### src/rtl/pwl_sequencer.sv
// Piecewise-linear batch sequencer: turns (start, slope, length) segments into per-batch start values for an interpolater.
// Latency: the first batch of a segment appears the cycle after it is accepted; the next segment follows with no gap.
// Backpressure: out_valid/out_ready stalls hold all outputs frozen; seg_ready only opens when the current segment is ending.
//
// Ports:
//   clk, rst          - rising-edge clock, synchronous active-high reset
//   start, halt       - single-cycle run / abort commands (halt wins when both are high)
//   seg_*             - segment input: start value, per-sample slope (FRAC fraction bits), length in batches, final flag
//   out_*             - batch output: saturated start value, slope, final-batch marker
//   busy/done/underflow - running, one-cycle completion pulse, sticky starvation flag
module pwl_sequencer #(
    parameter int SAMPLE_WIDTH = 16,
    parameter int BATCH_SIZE   = 16,
    parameter int FRAC         = 16
) (
    input  logic                      clk,
    input  logic                      rst,
    input  logic                      start,
    input  logic                      halt,
    input  logic [SAMPLE_WIDTH-1:0]   seg_x,
    input  logic [2*SAMPLE_WIDTH-1:0] seg_slope,
    input  logic [15:0]               seg_len,
    input  logic                      seg_last,
    input  logic                      seg_valid,
    output logic                      seg_ready,
    output logic [SAMPLE_WIDTH-1:0]   out_x,
    output logic [2*SAMPLE_WIDTH-1:0] out_slope,
    output logic                      out_valid,
    input  logic                      out_ready,
    output logic                      out_last,
    output logic                      busy,
    output logic                      done,
    output logic                      underflow
);

    localparam int LOG2B = $clog2(BATCH_SIZE);
    localparam int ACC_W = SAMPLE_WIDTH + FRAC + LOG2B + 2;
    localparam int XW    = ACC_W - FRAC;

    localparam logic signed [XW-1:0] X_MAX = {{(XW-SAMPLE_WIDTH+1){1'b0}}, {(SAMPLE_WIDTH-1){1'b1}}};
    localparam logic signed [XW-1:0] X_MIN = {{(XW-SAMPLE_WIDTH+1){1'b1}}, {(SAMPLE_WIDTH-1){1'b0}}};

    typedef enum logic {S_IDLE, S_RUN} state_t;

    state_t                          state_q, state_d;
    logic signed [ACC_W-1:0]         acc_q, acc_d;
    logic signed [2*SAMPLE_WIDTH-1:0] slope_q, slope_d;
    logic [15:0]                     rem_q, rem_d;
    logic                            last_q, last_d;
    logic                            cur_vld_q, cur_vld_d;
    logic                            done_q, done_d;
    logic                            underflow_q, underflow_d;
    // Set once a segment has been accepted in this run; underflow is only meaningful after that.
    logic                            seen_q, seen_d;

    logic                            batch_xfer;
    logic                            final_batch;
    logic                            finish;
    logic                            seg_xfer;
    logic signed [XW-1:0]            x_full;

    assign batch_xfer  = cur_vld_q & out_ready;
    assign final_batch = batch_xfer & (rem_q == 16'd1);
    assign finish      = final_batch & last_q;
    assign seg_xfer    = seg_valid & seg_ready;

    // State register
    always_ff @(posedge clk) begin
        if (rst) begin
            state_q <= S_IDLE;
        end else begin
            state_q <= state_d;
        end
    end

    // Next-state logic
    always_comb begin
        state_d = state_q;
        case (state_q)
            S_IDLE:  if (start && !halt) state_d = S_RUN;
            S_RUN:   if (halt || finish) state_d = S_IDLE;
            default: state_d = S_IDLE;
        endcase
    end

    // Output logic
    always_comb begin
        busy      = (state_q == S_RUN);
        out_valid = cur_vld_q;
        out_last  = cur_vld_q & last_q & (rem_q == 16'd1);
        out_slope = slope_q;
        done      = done_q;
        underflow = underflow_q;
        // The final batch of the final segment closes the run, so no successor may slip in behind it.
        seg_ready = busy & (~cur_vld_q | (batch_xfer & (rem_q == 16'd1) & ~last_q));
        // The accumulator keeps full range; only the presented value is clamped.
        x_full = XW'(acc_q >>> FRAC);
        if (x_full > X_MAX) begin
            out_x = X_MAX[SAMPLE_WIDTH-1:0];
        end else if (x_full < X_MIN) begin
            out_x = X_MIN[SAMPLE_WIDTH-1:0];
        end else begin
            out_x = x_full[SAMPLE_WIDTH-1:0];
        end
    end

    // Segment datapath
    always_comb begin
        acc_d       = acc_q;
        slope_d     = slope_q;
        rem_d       = rem_q;
        last_d      = last_q;
        cur_vld_d   = cur_vld_q;
        done_d      = 1'b0;
        underflow_d = underflow_q;
        seen_d      = seen_q;

        if (state_q == S_IDLE) begin
            if (start && !halt) begin
                underflow_d = 1'b0;
                seen_d      = 1'b0;
            end
        end else if (halt) begin
            cur_vld_d = 1'b0;
        end else begin
            if (batch_xfer && rem_q > 16'd1) begin
                // One batch advances the start value by BATCH_SIZE samples of slope.
                acc_d = acc_q + (ACC_W'(slope_q) <<< LOG2B);
                rem_d = rem_q - 16'd1;
            end
            if (final_batch) begin
                cur_vld_d = 1'b0;
                done_d    = last_q;
            end
            if (seg_xfer) begin
                acc_d     = ACC_W'($signed(seg_x)) <<< FRAC;
                slope_d   = seg_slope;
                rem_d     = (seg_len == 16'd0) ? 16'd1 : seg_len;
                last_d    = seg_last;
                cur_vld_d = 1'b1;
                seen_d    = 1'b1;
            end
            if (!cur_vld_q && !seg_xfer && seen_q) begin
                underflow_d = 1'b1;
            end
        end
    end

    always_ff @(posedge clk) begin
        if (rst) begin
            acc_q       <= '0;
            slope_q     <= '0;
            rem_q       <= '0;
            last_q      <= 1'b0;
            cur_vld_q   <= 1'b0;
            done_q      <= 1'b0;
            underflow_q <= 1'b0;
            seen_q      <= 1'b0;
        end else begin
            acc_q       <= acc_d;
            slope_q     <= slope_d;
            rem_q       <= rem_d;
            last_q      <= last_d;
            cur_vld_q   <= cur_vld_d;
            done_q      <= done_d;
            underflow_q <= underflow_d;
            seen_q      <= seen_d;
        end
    end

endmodule
### config.mk
export PLATFORM = sky130hd
export DESIGN_NAME = pwl_sequencer
export DESIGN_NICKNAME = d
export VERILOG_FILES = /design/src/rtl/pwl_sequencer.sv
export SDC_FILE = /design/constraint.sdc
export NUM_CORES = 1
export LEC_CHECK = 0
export BUFFER_PORTS_ARGS = -buffer_cell sky130_fd_sc_hd__buf_4
export CAP_MARGIN = 10
export CORE_MARGIN = 1
export CORE_UTILIZATION = 54
export CTS_BUF_LIST = sky130_fd_sc_hd__clkbuf_8
export DETAILED_ROUTE_END_ITERATION = 8
export PLACE_DENSITY = 0.87
export SETUP_SLACK_MARGIN = 0.5
export SYNTH_ARGS = -nofsm -noshare
export SYNTH_HDL_FRONTEND = slang
export SYNTH_SLANG_ARGS = --single-unit
### constraint.sdc
create_clock -name clk -period 4.1 [get_ports clk]
set_input_delay 0.615 -clock clk [delete_from_list [all_inputs] [get_ports clk]]
set_output_delay 0.615 -clock clk [all_outputs]
set_load 0.01 [all_outputs]
Yosys cells after proc, flatten, opt, wreduce, memory -nomap -nowiden
Index checks and enable logic that the tools add are counted.

word-level totals
  register bits after elaboration = 92
  output and inout port bits = 54

operators by class
  $add $sub $neg = 2
  eq/ne operators = 4
  bitwise operators = 14
  reductions and logical operators = 18
  $lt $le $gt $ge = 3
  muxes and demuxes = 20

operators with widths
  operator                                                                           count
  16-bit two-way mux                                                                 5
  38-bit two-way mux                                                                 2
  38-bit by 36-bit adder with 38-bit output                                          1
  22-bit by 16-bit greater-than comparator with 1-bit output, second input constant  1
  22-bit by 16-bit < comparator with 1-bit output, second input constant             1
  16-bit by 1-bit equality test with 1-bit output, second input constant             1
  16-bit by 1-bit greater-than comparator with 1-bit output, second input constant   1
  16-bit zero test                                                                   1
  16-bit by 1-bit subtractor with 16-bit output, second input constant               1
  1-bit two-way mux                                                                  12
  3-bit AND reduction                                                                4
  1-bit AND                                                                          8
  1-bit NOT                                                                          5
  1-bit logical AND                                                                  4
  2-bit by 1-bit != test with 1-bit output, second input constant                    2
  2-bit nonzero test                                                                 2
  4-bit OR reduction                                                                 1
  1-bit zero test                                                                    3
  3-bit nonzero test                                                                 1
  2-bit != test, second input constant                                               1
  1-bit case mux with 2 select lines                                                 1
  2-bit AND reduction                                                                1
  1-bit logical OR                                                                   1
  1-bit bitwise OR                                                                   1

Logic depth before layout (Yosys ltp)
  depth after elaboration = 12
  depth in mapped cells = 12
  gate-level depth less buffers = 12

Worst setup path after synthesis
No wires, ideal clock.

  path kind = flip-flop to flip-flop
  start point = reg slope_q[0] (netlist: out_slope[0])
  end point = reg acc_q[36]
  library setup time = 121 ps
  setup slack = 1,188 ps
  arrival = 2,791 ps
  stages on the path, launching flop included = 13
  required time = 3,979 ps
  cell sequence = dfxtp_1 ha_1 inv_1 fa_1 nor2b_1 o21a_1 o211ai_1 a21oi_1 o21ai_1 a311oi_2 a31oi_1 o31ai_1 mux2_2

between the ends
  cells in the longest elaborated chain, start to end = 3

RTL lines
  what                                       RTL line  RTL
  start, declared                            47        logic signed [2*SAMPLE_WIDTH-1:0] slope_q, slope_d;
  start signal, assigned                     161       slope_q <= slope_d;
  38-bit by 36-bit adder with 38-bit output  128       acc_d = acc_q + (ACC_W'(slope_q) <<< LOG2B);
  38-bit two-way mux                         126       if (batch_xfer && rem_q > 16'd1) begin
  38-bit two-way mux                         135       if (seg_xfer) begin
  end signal, assigned                       151       acc_q <= '0;
  end signal, assigned                       160       acc_q <= acc_d;
  end, declared                              46        logic signed [ACC_W-1:0] acc_q, acc_d;

No other way between the ends. The select of a mux whose other input is x is not followed.
A chain may end at the register's enable or synchronous reset.

Worst setup path in the final report
  start point = reg slope_q[1] (netlist: out_slope[1])
  end point = reg acc_q[33]

The elaborated chain is that of the path after synthesis.

==> impl_metrics.csv <==
group,metric,value,unit
status,outcome,"finished clean",
clock_network,cts_hold_buf,0,
timing,setup_tns,0,ns
placed_design,place_inst,967,
timing,hold_viol,0,
cells_and_area,syn2layout_area_growth,20.6,%
timing,period_minus_slack,3.30,ns
cells_and_area,mostFrequentLayoutCells,"135 x buf_4, 122 x nand2_1, 93 x a21oi_1",
placed_design,dp_slack,0.927,ns
power,powerDensity,276,nW/um^2
logic_synthesis,synth-seq-cells,88,
route,firstDrtPassIters,5,
setup_path,critical_path.cell_chain,"ha_1 -> a21o_1 -> and4_1 -> o21ai_0 -> o21ai_0 -> o21ai_0 -> a31oi_1 -> a311oi_1 -> xor2_1 -> a2111oi_2",
logic_synthesis,synth_nets,847,
timing,fin_ws,0.795,ns
setup_path,path_max_fanout,4,
clock_network,numClockSinks,88,
placed_design,port_buffers,124,
route,drt_iter0_markers,364,
logic_synthesis,syn_area,5680,sq um
placed_design,postPlaceCellArea,6620,sq um
clock_network,cts_root_buf,"clkbuf_8",
power,p_leak,2.98,nW
logic_synthesis,synth-seq-area-share,0.310,
timing,rsz0062_at_grt,"no",
clock_network,clk-insertion-delay-late,0.36,ns
clock_network,cts_setup_buffers,0,
setup_path,cp_slowest_cell,"o21ai_0",
logic_synthesis,avgSynthCellArea,7.67,sq um
timing,fmaxAchievable,303,MHz
cells_and_area,drive_above_1_share,0.197,
power,vdd_ir_drop_max,0.202,mV
die,start_util,0.552,
cells_and_area,diodes,0,
global_routing,grt_max_degree,77,
logic_synthesis,synth-async-reset-ratio,0,
clock_network,clk_pin_slew,0.08,ns
setup_path,endpoint_kind,"flop",
die,num_io_pins,125,
global_routing,grt_pass1_wl,25.3,mm
setup_path,max_stage_delay,0.42,ns
route,vias,5823,
global_routing,antenna_found_initial,0,
logic_synthesis,synth_edf_count,0,
route,drt-total-wl,15.4,mm
setup_path,crit_path_start_kind,"flop",
clock_network,clockBufferDepth,2,
global_routing,grt_pass1_vias,5310,
setup_path,crit_required,4.36,ns
setup_path,path_class,"reg -> reg",
job,drv_cap,0,
cells_and_area,stdcell_count,982,
logic_synthesis,synth_warnings,0,
clock_network,cts_inserted_buffers,9,
die,die_y,105,um
worst_hold_path,hp-class,"in -> reg",
route,drcViolationCount,0,
logic_synthesis,synth_cell_types,60,
die,core.rowCount,37,
clock_network,ctsHtreeMaxLevel,3,
die,die-area,10900,sq um
cells_and_area,final_common_cell,"buf_4",
setup_path,crit_arrival,3.56,ns
die,die_w,105,um
setup_path,path_common_cell,"o21ai_0",
timing,skew,0.00570,ns
logic_synthesis,ys.flop_type,"dfxtp_1",
die,coreArea,10300,sq um
placed_design,globalplace.congestion,0.912,
timing,max_slew_margin,0.287,
global_routing,groute.usage.overall,0.283,
route,routedWlPerCell,15.7,um
route,viasPerCell,5.93,
route,ant_nets,0,
cells_and_area,fillers,910,
timing,tightest_slew,1.06,ns
global_routing,overflow,0,
timing,setup_viol,0,
cells_and_area,layout.nets,950,
timing,fin_crit_sh,0.806,
clock_network,post_cts_resized,0,
clock_network,cts_tree,"done",
timing,finalMaxSlewViolations,0,
placed_design,hpwl,11.0,mm
logic_synthesis,synthCells,740,
cells_and_area,fin_area,6850,sq um
==> flip-flops by register name, indices dropped and copies added (netlist names) <==
signal     flops
seen_q         1
underflow      1
last_q         1
rem_q         16
done           1
out_slope     32
busy           1
acc_q         34
out_valid      1
==> where the power goes <==
group          switching [W]  leakage (nW)  internal [W]
combinational       0.000155          2.15      0.000143
clock               0.000310         0.116      0.000395
sequential         0.0000155         0.711      0.000869
==> critical path, delay by kind of cell (launching register included) <==
kind	cells	cell delay (ns)
xor+xnor	1	0.14
flops	1	0.34
compound gates	7	2.24
fa+ha+maj	1	0.29
simple gates	1	0.20
==> per-layer routing <==
layer | part of all wire | track usage | vias up
li1 | - | - | 2865
met1 | 0.44 | 0.381 | 2698
met2 | 0.47 | 0.464 | 241
met3 | 0.068 | 0.0462 | 19
met4 | 0.016 | 0.0857 | 0
met5 | 0 | 0 | -
==> per-stage QoR <==
step,hold slack (ns),total power [W],util
after CTS,0.429,0.00189,0.665
after detailed placement,0.455,0.00120,0.644
after floorplan,0.433,0.00107,-
after global routing,0.436,0.00196,0.666
after global placement,0.441,0.00119,0.644
final,0.441,0.00189,0.666
==> final timing paths <==
kind                            slack (ns)    startpoint  depth (start not counted)   endpoint
worst min register to register        0.47     acc_q[11]                          2  acc_q[11]
worst max register to register        0.80  out_slope[1]                         10  acc_q[33]
worst min-delay path                  0.44          halt                          2       busy
worst max-delay path                  0.80  out_slope[1]                         10  acc_q[33]
==> cell usage after synthesis, drive strengths merged, types with 3 or more instances <==
library cell	n	area share
buf	22	0.028
inv	13	0.0086
nand4	8	0.0088
clkbuf	21	0.014
o21ai	41	0.036
a311oi	10	0.021
nand3b	3	0.0040
o21bai	5	0.0066
and3	8	0.0088
o21a	22	0.029
and4	4	0.0062
nor2b	8	0.0088
dfxtp	88	0.31
a31oi	9	0.0099
xor2	16	0.025
and2	5	0.0055
o221ai	3	0.0046
o211a	6	0.011
nand2	122	0.081
xnor2	15	0.023
nand3	20	0.019
o211ai	6	0.0079
a21o	9	0.012
a21oi	93	0.082
a221oi	6	0.0093
a211oi	7	0.011
nor3	19	0.020
nor4	9	0.0099
or3	6	0.0066
nor2	70	0.048
ha	35	0.077
nand2b	3	0.0033
==> logic make-up (layout without fill, tap and decap cells) <==
| group | Yosys count | after routing | share of synthesized area |
|---|---|---|---|
| flip-flops | 88 | 88 | 0.310 |
| multiplexers | 3 | 3 | 0.00551 |
| buffers and inverters | 56 | 162 | 0.0505 |
| XOR/XNOR | 31 | 31 | 0.0478 |
| adder cells (fa/ha/maj) | 36 | 36 | 0.0807 |
| AO/OA/AOI/OAI | 236 | 236 | 0.270 |
| AND/OR/NAND/NOR | 290 | 290 | 0.235 |
==> final cells by class <==
cell class	instances	area, sq um	area share
inverters	13	48.8	0.00713
multi-input cells	596	3630	0.530
well taps	136	170	0.0249
flip-flops and latches	88	1760	0.257
repair buffers	135	1010	0.148
clock inverters	5	98.8	0.0144
clock buffers	9	124	0.0181
No activity file was read; power rests on OpenSTA's default activity.
